==> src/rtl/approx_rca_if.sv <==
// Operand/result handshake bundle for the pipelined approximate adder.
// The master drives operands and out_ready. The slave (the adder) returns
// in_ready, out_valid and the sum.
interface approx_rca_if #(
    parameter int WIDTH = 8
);
    logic             in_valid;
    logic             in_ready;
    logic [WIDTH-1:0] IN1;
    logic [WIDTH-1:0] IN2;
    logic             mode;
    logic             out_valid;
    logic             out_ready;
    logic [WIDTH:0]   Out;

    modport master (
        output in_valid, IN1, IN2, mode, out_ready,
        input  in_ready, out_valid, Out
    );

    modport slave (
        input  in_valid, IN1, IN2, mode, out_ready,
        output in_ready, out_valid, Out
    );
endinterface

==> src/rtl/approx_rca_pipe.sv <==
// Pipelined approximate ripple-carry adder with an online error monitor.
// The carry chain is cut into STAGES segments of ceil(WIDTH/STAGES) bits.
// Each bank is an elastic stage: it loads when it is empty or when its
// contents move on in the same cycle. The exact sum is computed at capture
// and travels with the beat, so the monitor can compare at the output.
module approx_rca_pipe #(
    parameter int WIDTH  = 8,
    parameter int APPROX = 4,
    parameter int STAGES = 2,
    parameter int ACC_W  = 32
) (
    input  logic             clk,
    input  logic             rst,
    approx_rca_if.slave      bus,
    input  logic             stat_clear,
    output logic [ACC_W-1:0] samples,
    output logic [ACC_W-1:0] err_count,
    output logic [ACC_W-1:0] sq_err_sum,
    output logic [WIDTH+1:0] max_abs_err
);
    localparam int SEG = (WIDTH + STAGES - 1) / STAGES;

    typedef struct packed {
        logic [WIDTH-1:0] a;
        logic [WIDTH-1:0] b;
        logic [WIDTH-1:0] s;
        logic             c;
        logic             m;
        logic [WIDTH:0]   ex;
    } stg_t;

    stg_t cap;

    // Beat as captured: operands, mode and the exact reference sum.
    always_comb begin
        cap    = '0;
        cap.a  = bus.IN1;
        cap.b  = bus.IN2;
        cap.m  = bus.mode;
        cap.ex = {1'b0, bus.IN1} + {1'b0, bus.IN2};
    end

    for (genvar k = 0; k < STAGES; k++) begin : g_stg
        // A late segment can be empty when STAGES does not divide WIDTH evenly.
        localparam int LO = (k * SEG < WIDTH) ? k * SEG : WIDTH;
        localparam int HI = ((k + 1) * SEG < WIDTH) ? (k + 1) * SEG : WIDTH;

        stg_t src, nx, q;
        logic src_v, v, ld, av, z;

        if (k == 0) begin : g_head
            assign src   = cap;
            assign src_v = bus.in_valid;
        end else begin : g_body
            assign src   = g_stg[k-1].q;
            assign src_v = g_stg[k-1].v;
        end

        if (k == STAGES - 1) begin : g_tail
            assign av = v & bus.out_ready;
        end else begin : g_link
            assign av = v & g_stg[k+1].ld;
        end

        assign ld = ~v | av;

        // Ripple this segment from the carry left by the previous stage.
        always_comb begin
            nx = src;
            z  = 1'b0;
            for (int i = LO; i < HI; i++) begin
                z = nx.c;
                if (i < APPROX && src.m) begin
                    nx.s[i] = src.b[i] & (src.a[i] | z);
                    nx.c    = src.a[i] | ~src.b[i];
                end else begin
                    nx.s[i] = src.a[i] ^ src.b[i] ^ z;
                    nx.c    = (src.a[i] & src.b[i]) | (z & (src.a[i] ^ src.b[i]));
                end
            end
        end

        // Stage bank: a load with no incoming beat empties the stage.
        always_ff @(posedge clk or posedge rst) begin
            if (rst) begin
                v <= 1'b0;
                q <= '0;
            end else if (ld) begin
                v <= src_v;
                if (src_v) q <= nx;
            end
        end
    end

    stg_t             last;
    logic             hs;
    logic             unused_last;
    logic [WIDTH+1:0] e;
    logic [WIDTH+1:0] abs_e;
    logic [ACC_W:0]   sq;

    assign last          = g_stg[STAGES-1].q;
    assign bus.out_valid = g_stg[STAGES-1].v;
    assign bus.Out       = {last.c, last.s};
    assign bus.in_ready  = ~rst & g_stg[0].ld;
    assign hs            = bus.out_valid & bus.out_ready;
    assign unused_last   = ^{last.a, last.b, last.m};

    // Signed error of the presented result against the exact sum.
    // Both values are below 2^(WIDTH+1), so WIDTH+2 bits cannot overflow.
    always_comb begin
        e     = {1'b0, last.c, last.s} - {1'b0, last.ex};
        abs_e = e[WIDTH+1] ? -e : e;
        sq    = (ACC_W+1)'(abs_e) * (ACC_W+1)'(abs_e);
    end

    function automatic logic [ACC_W-1:0] sat_add(input logic [ACC_W-1:0] acc,
                                                 input logic [ACC_W:0]   inc);
        logic [ACC_W+1:0] s;
        s = {2'b00, acc} + {1'b0, inc};
        return (s[ACC_W+1:ACC_W] != 2'b00) ? '1 : s[ACC_W-1:0];
    endfunction

    // Statistics: a clear takes priority over a coincident handshake.
    always_ff @(posedge clk or posedge rst) begin
        if (rst) begin
            samples     <= '0;
            err_count   <= '0;
            sq_err_sum  <= '0;
            max_abs_err <= '0;
        end else if (stat_clear) begin
            samples     <= '0;
            err_count   <= '0;
            sq_err_sum  <= '0;
            max_abs_err <= '0;
        end else if (hs) begin
            samples    <= sat_add(samples, (ACC_W+1)'(1));
            err_count  <= sat_add(err_count, (ACC_W+1)'(e != '0));
            sq_err_sum <= sat_add(sq_err_sum, sq);
            if (abs_e > max_abs_err) max_abs_err <= abs_e;
        end
    end
endmodule
==> src/flat_wrapper.sv <==
// flat-port wrapper written by rule: the top's interface ports become plain ports
module approx_rca_pipe_flat 
#(
    parameter int WIDTH  = 8,
    parameter int APPROX = 4,
    parameter int STAGES = 2,
    parameter int ACC_W  = 32
)
  (clk, rst, stat_clear, samples, err_count, sq_err_sum, max_abs_err, bus_in_valid, bus_IN1, bus_IN2, bus_mode, bus_out_ready, bus_in_ready, bus_out_valid, bus_Out);
  approx_rca_if #(.WIDTH(WIDTH)) bus_i ();
  input  logic clk;
  input  logic rst;
  input  logic stat_clear;
  output logic [ACC_W-1:0] samples;
  output logic [ACC_W-1:0] err_count;
  output logic [ACC_W-1:0] sq_err_sum;
  output logic [WIDTH+1:0] max_abs_err;
  input wire logic [$bits(bus_i.in_valid)-1:0] bus_in_valid;
  input wire logic [$bits(bus_i.IN1)-1:0] bus_IN1;
  input wire logic [$bits(bus_i.IN2)-1:0] bus_IN2;
  input wire logic [$bits(bus_i.mode)-1:0] bus_mode;
  input wire logic [$bits(bus_i.out_ready)-1:0] bus_out_ready;
  output wire logic [$bits(bus_i.in_ready)-1:0] bus_in_ready;
  output wire logic [$bits(bus_i.out_valid)-1:0] bus_out_valid;
  output wire logic [$bits(bus_i.Out)-1:0] bus_Out;
  assign bus_i.in_valid = bus_in_valid;
  assign bus_i.IN1 = bus_IN1;
  assign bus_i.IN2 = bus_IN2;
  assign bus_i.mode = bus_mode;
  assign bus_i.out_ready = bus_out_ready;
  assign bus_in_ready = bus_i.in_ready;
  assign bus_out_valid = bus_i.out_valid;
  assign bus_Out = bus_i.Out;
  approx_rca_pipe #(.WIDTH(WIDTH), .APPROX(APPROX), .STAGES(STAGES), .ACC_W(ACC_W)) u_core (.clk(clk), .rst(rst), .bus(bus_i), .stat_clear(stat_clear), .samples(samples), .err_count(err_count), .sq_err_sum(sq_err_sum), .max_abs_err(max_abs_err));
endmodule
==> config.mk <==
export PLATFORM = sky130hd
export DESIGN_NAME = approx_rca_pipe_flat
export DESIGN_NICKNAME = d
export VERILOG_FILES = /design/src/rtl/approx_rca_if.sv /design/src/rtl/approx_rca_pipe.sv /design/src/flat_wrapper.sv
export SDC_FILE = /design/constraint.sdc
export NUM_CORES = 1
export LEC_CHECK = 0
export CORE_ASPECT_RATIO = 1.4
export CORE_MARGIN = 5
export CORE_UTILIZATION = 53
export CTS_BUF_LIST = sky130_fd_sc_hd__clkbuf_4
export DETAILED_ROUTE_END_ITERATION = 10
export PLACE_DENSITY = 0.8
export REMOVE_ABC_BUFFERS = 1
export SLEW_MARGIN = 20
export SYNTH_ARGS = -nofsm -noshare
export SYNTH_HDL_FRONTEND = slang
export SYNTH_SLANG_ARGS = --single-unit
==> constraint.sdc <==
create_clock -name clk -period 20.8 [get_ports clk]
set_clock_uncertainty 0.2 [all_clocks]
set_input_delay 2.08 -clock clk [delete_from_list [all_inputs] [get_ports clk]]
set_output_delay 2.08 -clock clk [all_outputs]
set_load 0.1 [all_outputs]
==> flow_summary.ini <==
[clocking]
clk_pin_slew_ns = 0.13
clock_insertion_delay_worst_skew_ns = 0.58
ctsHoldBuffers = 0
cts_setup_buffers = 0
cts.path.max_buffers = 2
cts_buffers = 17
tritoncts_num_sinks = 148
post_cts.resized_instances = 0
cts_max_level = 4
tritoncts = built
cts-root-buf = sky130_fd_sc_hd__clkbuf_4

[placed_design]
globalplace.congestion = 0.889
io_buffers = 138
detailedPlacementHpwl_um = 22000

[sta]
finalSetupViolCount = 0
layout_min_cycle_time_ns = 8.20
final_max_slew_viol_count = 0
max_freq_mhz = 122
setup_total_negative_slack_ns = 0
timing.final.crit_share = 0.394
finalHoldViolations = 0
hold_ws_ns = 0.291
unrepaired_setup_endpoints_after_global_routing = false
slew_at_the_pin_closest_to_its_max_slew_limit_ns = 1.05
max_slew_margin = 0.298

[route]
final_routed_drc_violation_total = 0
wirelength_met1_um = 11600
num_vias = 10128
post_drt_via_cell_ratio = 5.77
wl_per_cell_um = 16.6
met3_length_um = 1510
top_metal_layer_carrying_routed_signals = met4
drt_first_iter_violations = 639
drt_pass1_iterations = 5
wirelength_um = 29100
wl_met2_um = 15100
ant_nets = 0

[floorplanning]
core_region_area_um2 = 22500
design.die.area_um2 = 25900
initial_utilization = 0.536
die_height_um = 189
top_level_ports = 139
placementRows = 65
chipWidth_um = 138

[synth]
synthCells = 1320
syn_avg_cell_area_um2 = 9.15
synth_async_sr_flop_share = 1.00
synth_enable_flop_cells = 0
synth_cell_type_count = 86
ys_ff_latch = 148
synth-main-ff-cell = sky130_fd_sc_hd__dfrtp_1
netlist_area_um2 = 12100
yosysSeqAreaShare = 0.307
synth.yosys.warnings = 0

[critical_path]
critPathSlowestCell = sky130_fd_sc_hd__xnor2_1
crit_arrival_ns = 8.41
critical_path_end_type = register
setup.reg_to_reg.worst_slack_ns = 12.60
worst_path_top_cell_family_by_delay = adder cells
worstRegToRegCells = 25
rr_startpoint = u_core.bus.Out[0]
worst_r2r_endpoint = u_core.sq_err_sum[17]
cp.buffers_inverters = 4
timing_worst_setup_path_type = register to register
worstPathRequired_ns = 21.01
critical_path.most_common_cell = sky130_fd_sc_hd__fa_1
critPathLaunchType = register
slowest_delay_ns = 0.58
critPathMaxFanout = 7

[global_route]
overflow = 0
antenna_found_initial = 1
grt_pass1_vias = 10162
grt_usage = 0.233
grt_max_degree = 96
grt_pass1_wl_um = 48900

[cells_and_area]
drive_gt1_frac = 0.0826
syn_to_final_growth_pct = 15.3
multi_input_combinational_cell_area_um2 = 7480
fillers = 1901
nets = 1628
fin_util = 0.618
area.sequential_um2 = 3700

[min_path]
hold_path_end = u_core.g_stg[0].q[1]
min_delay_path_depth = 2
worstHoldPathType = register to register
hold_crit_start = u_core.g_stg[0].q[1]

[status]
outcome = finished, final reports clean

[run]
cap_viol_max_count = 0
[how the worst max path moves through the flow]
stage / endpoint / cells past startpoint / from
2_1_floorplan: u_core.sq_err_sum[15] / 27 / u_core.bus.Out[0]
3_3_place_gp: u_core.sq_err_sum[17] / 25 / u_core.bus.Out[0]
3_5_place_dp: u_core.sq_err_sum[17] / 25 / u_core.bus.Out[0]
4_1_cts: u_core.sq_err_sum[17] / 25 / u_core.bus.Out[0]
5_1_grt: u_core.sq_err_sum[30] / 28 / u_core.bus.Out[0]
6_report: u_core.sq_err_sum[17] / 25 / u_core.bus.Out[0]
[sequential cells by signal, summed over array words and instances (netlist names)]
name and cells:
u_core.sq_err_sum 32, u_core.samples 32, u_core.g_stg.q 31, u_core.err_count 32
u_core.bus.Out 9, u_core.bus.out_valid 1, u_core.g_stg.v 1, u_core.max_abs_err 10
[metrics by stage]
stage | instances | worst slack [ns] | cell area (µm²)
after CTS | 1754 | 12.62 | 13900
after floorplan | 1275 | 12.19 | 11800
after detailed placement | 1722 | 12.65 | 13700
after global placement | 1722 | 12.82 | 13700
final | 1755 | 12.60 | 13900
after global routing | 1755 | 12.15 | 13900
[area by class of cell]
type | instances | area share
diodes | 1 | 0.000180
clock buffers | 19 | 0.0102
clock inverters | 13 | 0.00773
inverters | 178 | 0.0484
multi-input cells | 949 | 0.537
flip-flops and latches | 148 | 0.266
well taps | 301 | 0.0271
repair buffers | 146 | 0.103
[cell usage after synthesis (4+ instances only)]
cell type / number / share of area
sky130_fd_sc_hd__inv_1: 166 / 0.052
sky130_fd_sc_hd__dfrtp_1: 148 / 0.31
sky130_fd_sc_hd__nor2_1: 106 / 0.033
sky130_fd_sc_hd__a21oi_1: 94 / 0.039
sky130_fd_sc_hd__nand2_1: 93 / 0.029
sky130_fd_sc_hd__ha_1: 92 / 0.095
sky130_fd_sc_hd__fa_1: 74 / 0.12
sky130_fd_sc_hd__o21ai_0: 69 / 0.029
sky130_fd_sc_hd__nand3_1: 41 / 0.017
sky130_fd_sc_hd__a211oi_1: 36 / 0.022
sky130_fd_sc_hd__nor3_1: 35 / 0.015
sky130_fd_sc_hd__and3_1: 29 / 0.015
sky130_fd_sc_hd__mux2_2: 28 / 0.026
sky130_fd_sc_hd__clkbuf_1: 27 / 0.0084
sky130_fd_sc_hd__a311oi_1: 21 / 0.015
sky130_fd_sc_hd__a31oi_1: 19 / 0.0098
sky130_fd_sc_hd__xnor2_1: 18 / 0.013
sky130_fd_sc_hd__xor2_1: 16 / 0.012
sky130_fd_sc_hd__and4_1: 15 / 0.011
sky130_fd_sc_hd__nand4_1: 15 / 0.0078
sky130_fd_sc_hd__inv_2: 11 / 0.0034
sky130_fd_sc_hd__buf_4: 10 / 0.0062
sky130_fd_sc_hd__nand2b_1: 10 / 0.0052
sky130_fd_sc_hd__a21o_1: 8 / 0.0050
sky130_fd_sc_hd__buf_2: 8 / 0.0033
sky130_fd_sc_hd__mux2i_1: 8 / 0.0066
sky130_fd_sc_hd__and2_1: 7 / 0.0036
sky130_fd_sc_hd__o21a_1: 7 / 0.0044
sky130_fd_sc_hd__and3_2: 5 / 0.0031
sky130_fd_sc_hd__or2_2: 5 / 0.0026
sky130_fd_sc_hd__nor2b_1: 4 / 0.0021
sky130_fd_sc_hd__o211a_1: 4 / 0.0033
sky130_fd_sc_hd__o21bai_1: 4 / 0.0025
sky130_fd_sc_hd__or3_1: 4 / 0.0021
[metal layers]
metal / up-vias / GRT usage
met4: 0 / 0.0987
met5: - / 0
li1: 4833 / -
met1: 4940 / 0.282
met2: 293 / 0.403
met3: 62 / 0.0411
[worst min-delay path: stages, from the launching register on]
cell	delay, ns
sky130_fd_sc_hd__dfrtp_1	0.36
sky130_fd_sc_hd__nand2_1	0.04
sky130_fd_sc_hd__o21ai_0	0.06
[cells by family (layout without fill, tap and decap cells)]
logic type | Yosys count | after routing | share of synthesized area
AND/OR/NAND/NOR | 402 | 402 | 0.173
AO/OA/AOI/OAI | 298 | 298 | 0.159
buffers and inverters | 228 | 356 | 0.0761
adder cells (fa/ha/maj) | 166 | 166 | 0.218
XOR/XNOR | 40 | 40 | 0.0346
flip-flops | 148 | 148 | 0.307
multiplexers | 36 | 36 | 0.0327
other | 2 | 8 | 0.000622
[cells in the final DEF (no fill, tap or decap), drive strengths merged, types with 34 or more instances in the layout]
cell type and instances:
a211oi 36, a21oi 94, and3 34, clkdlybuf4s50 137
dfrtp 148, fa 74, ha 92, inv 179
nand2 95, nand3 42, nor2 109, nor3 36
o21ai 70
Power is not shown: default switching activity piles up to over one toggle a cycle in this logic, so the estimate is an artifact.
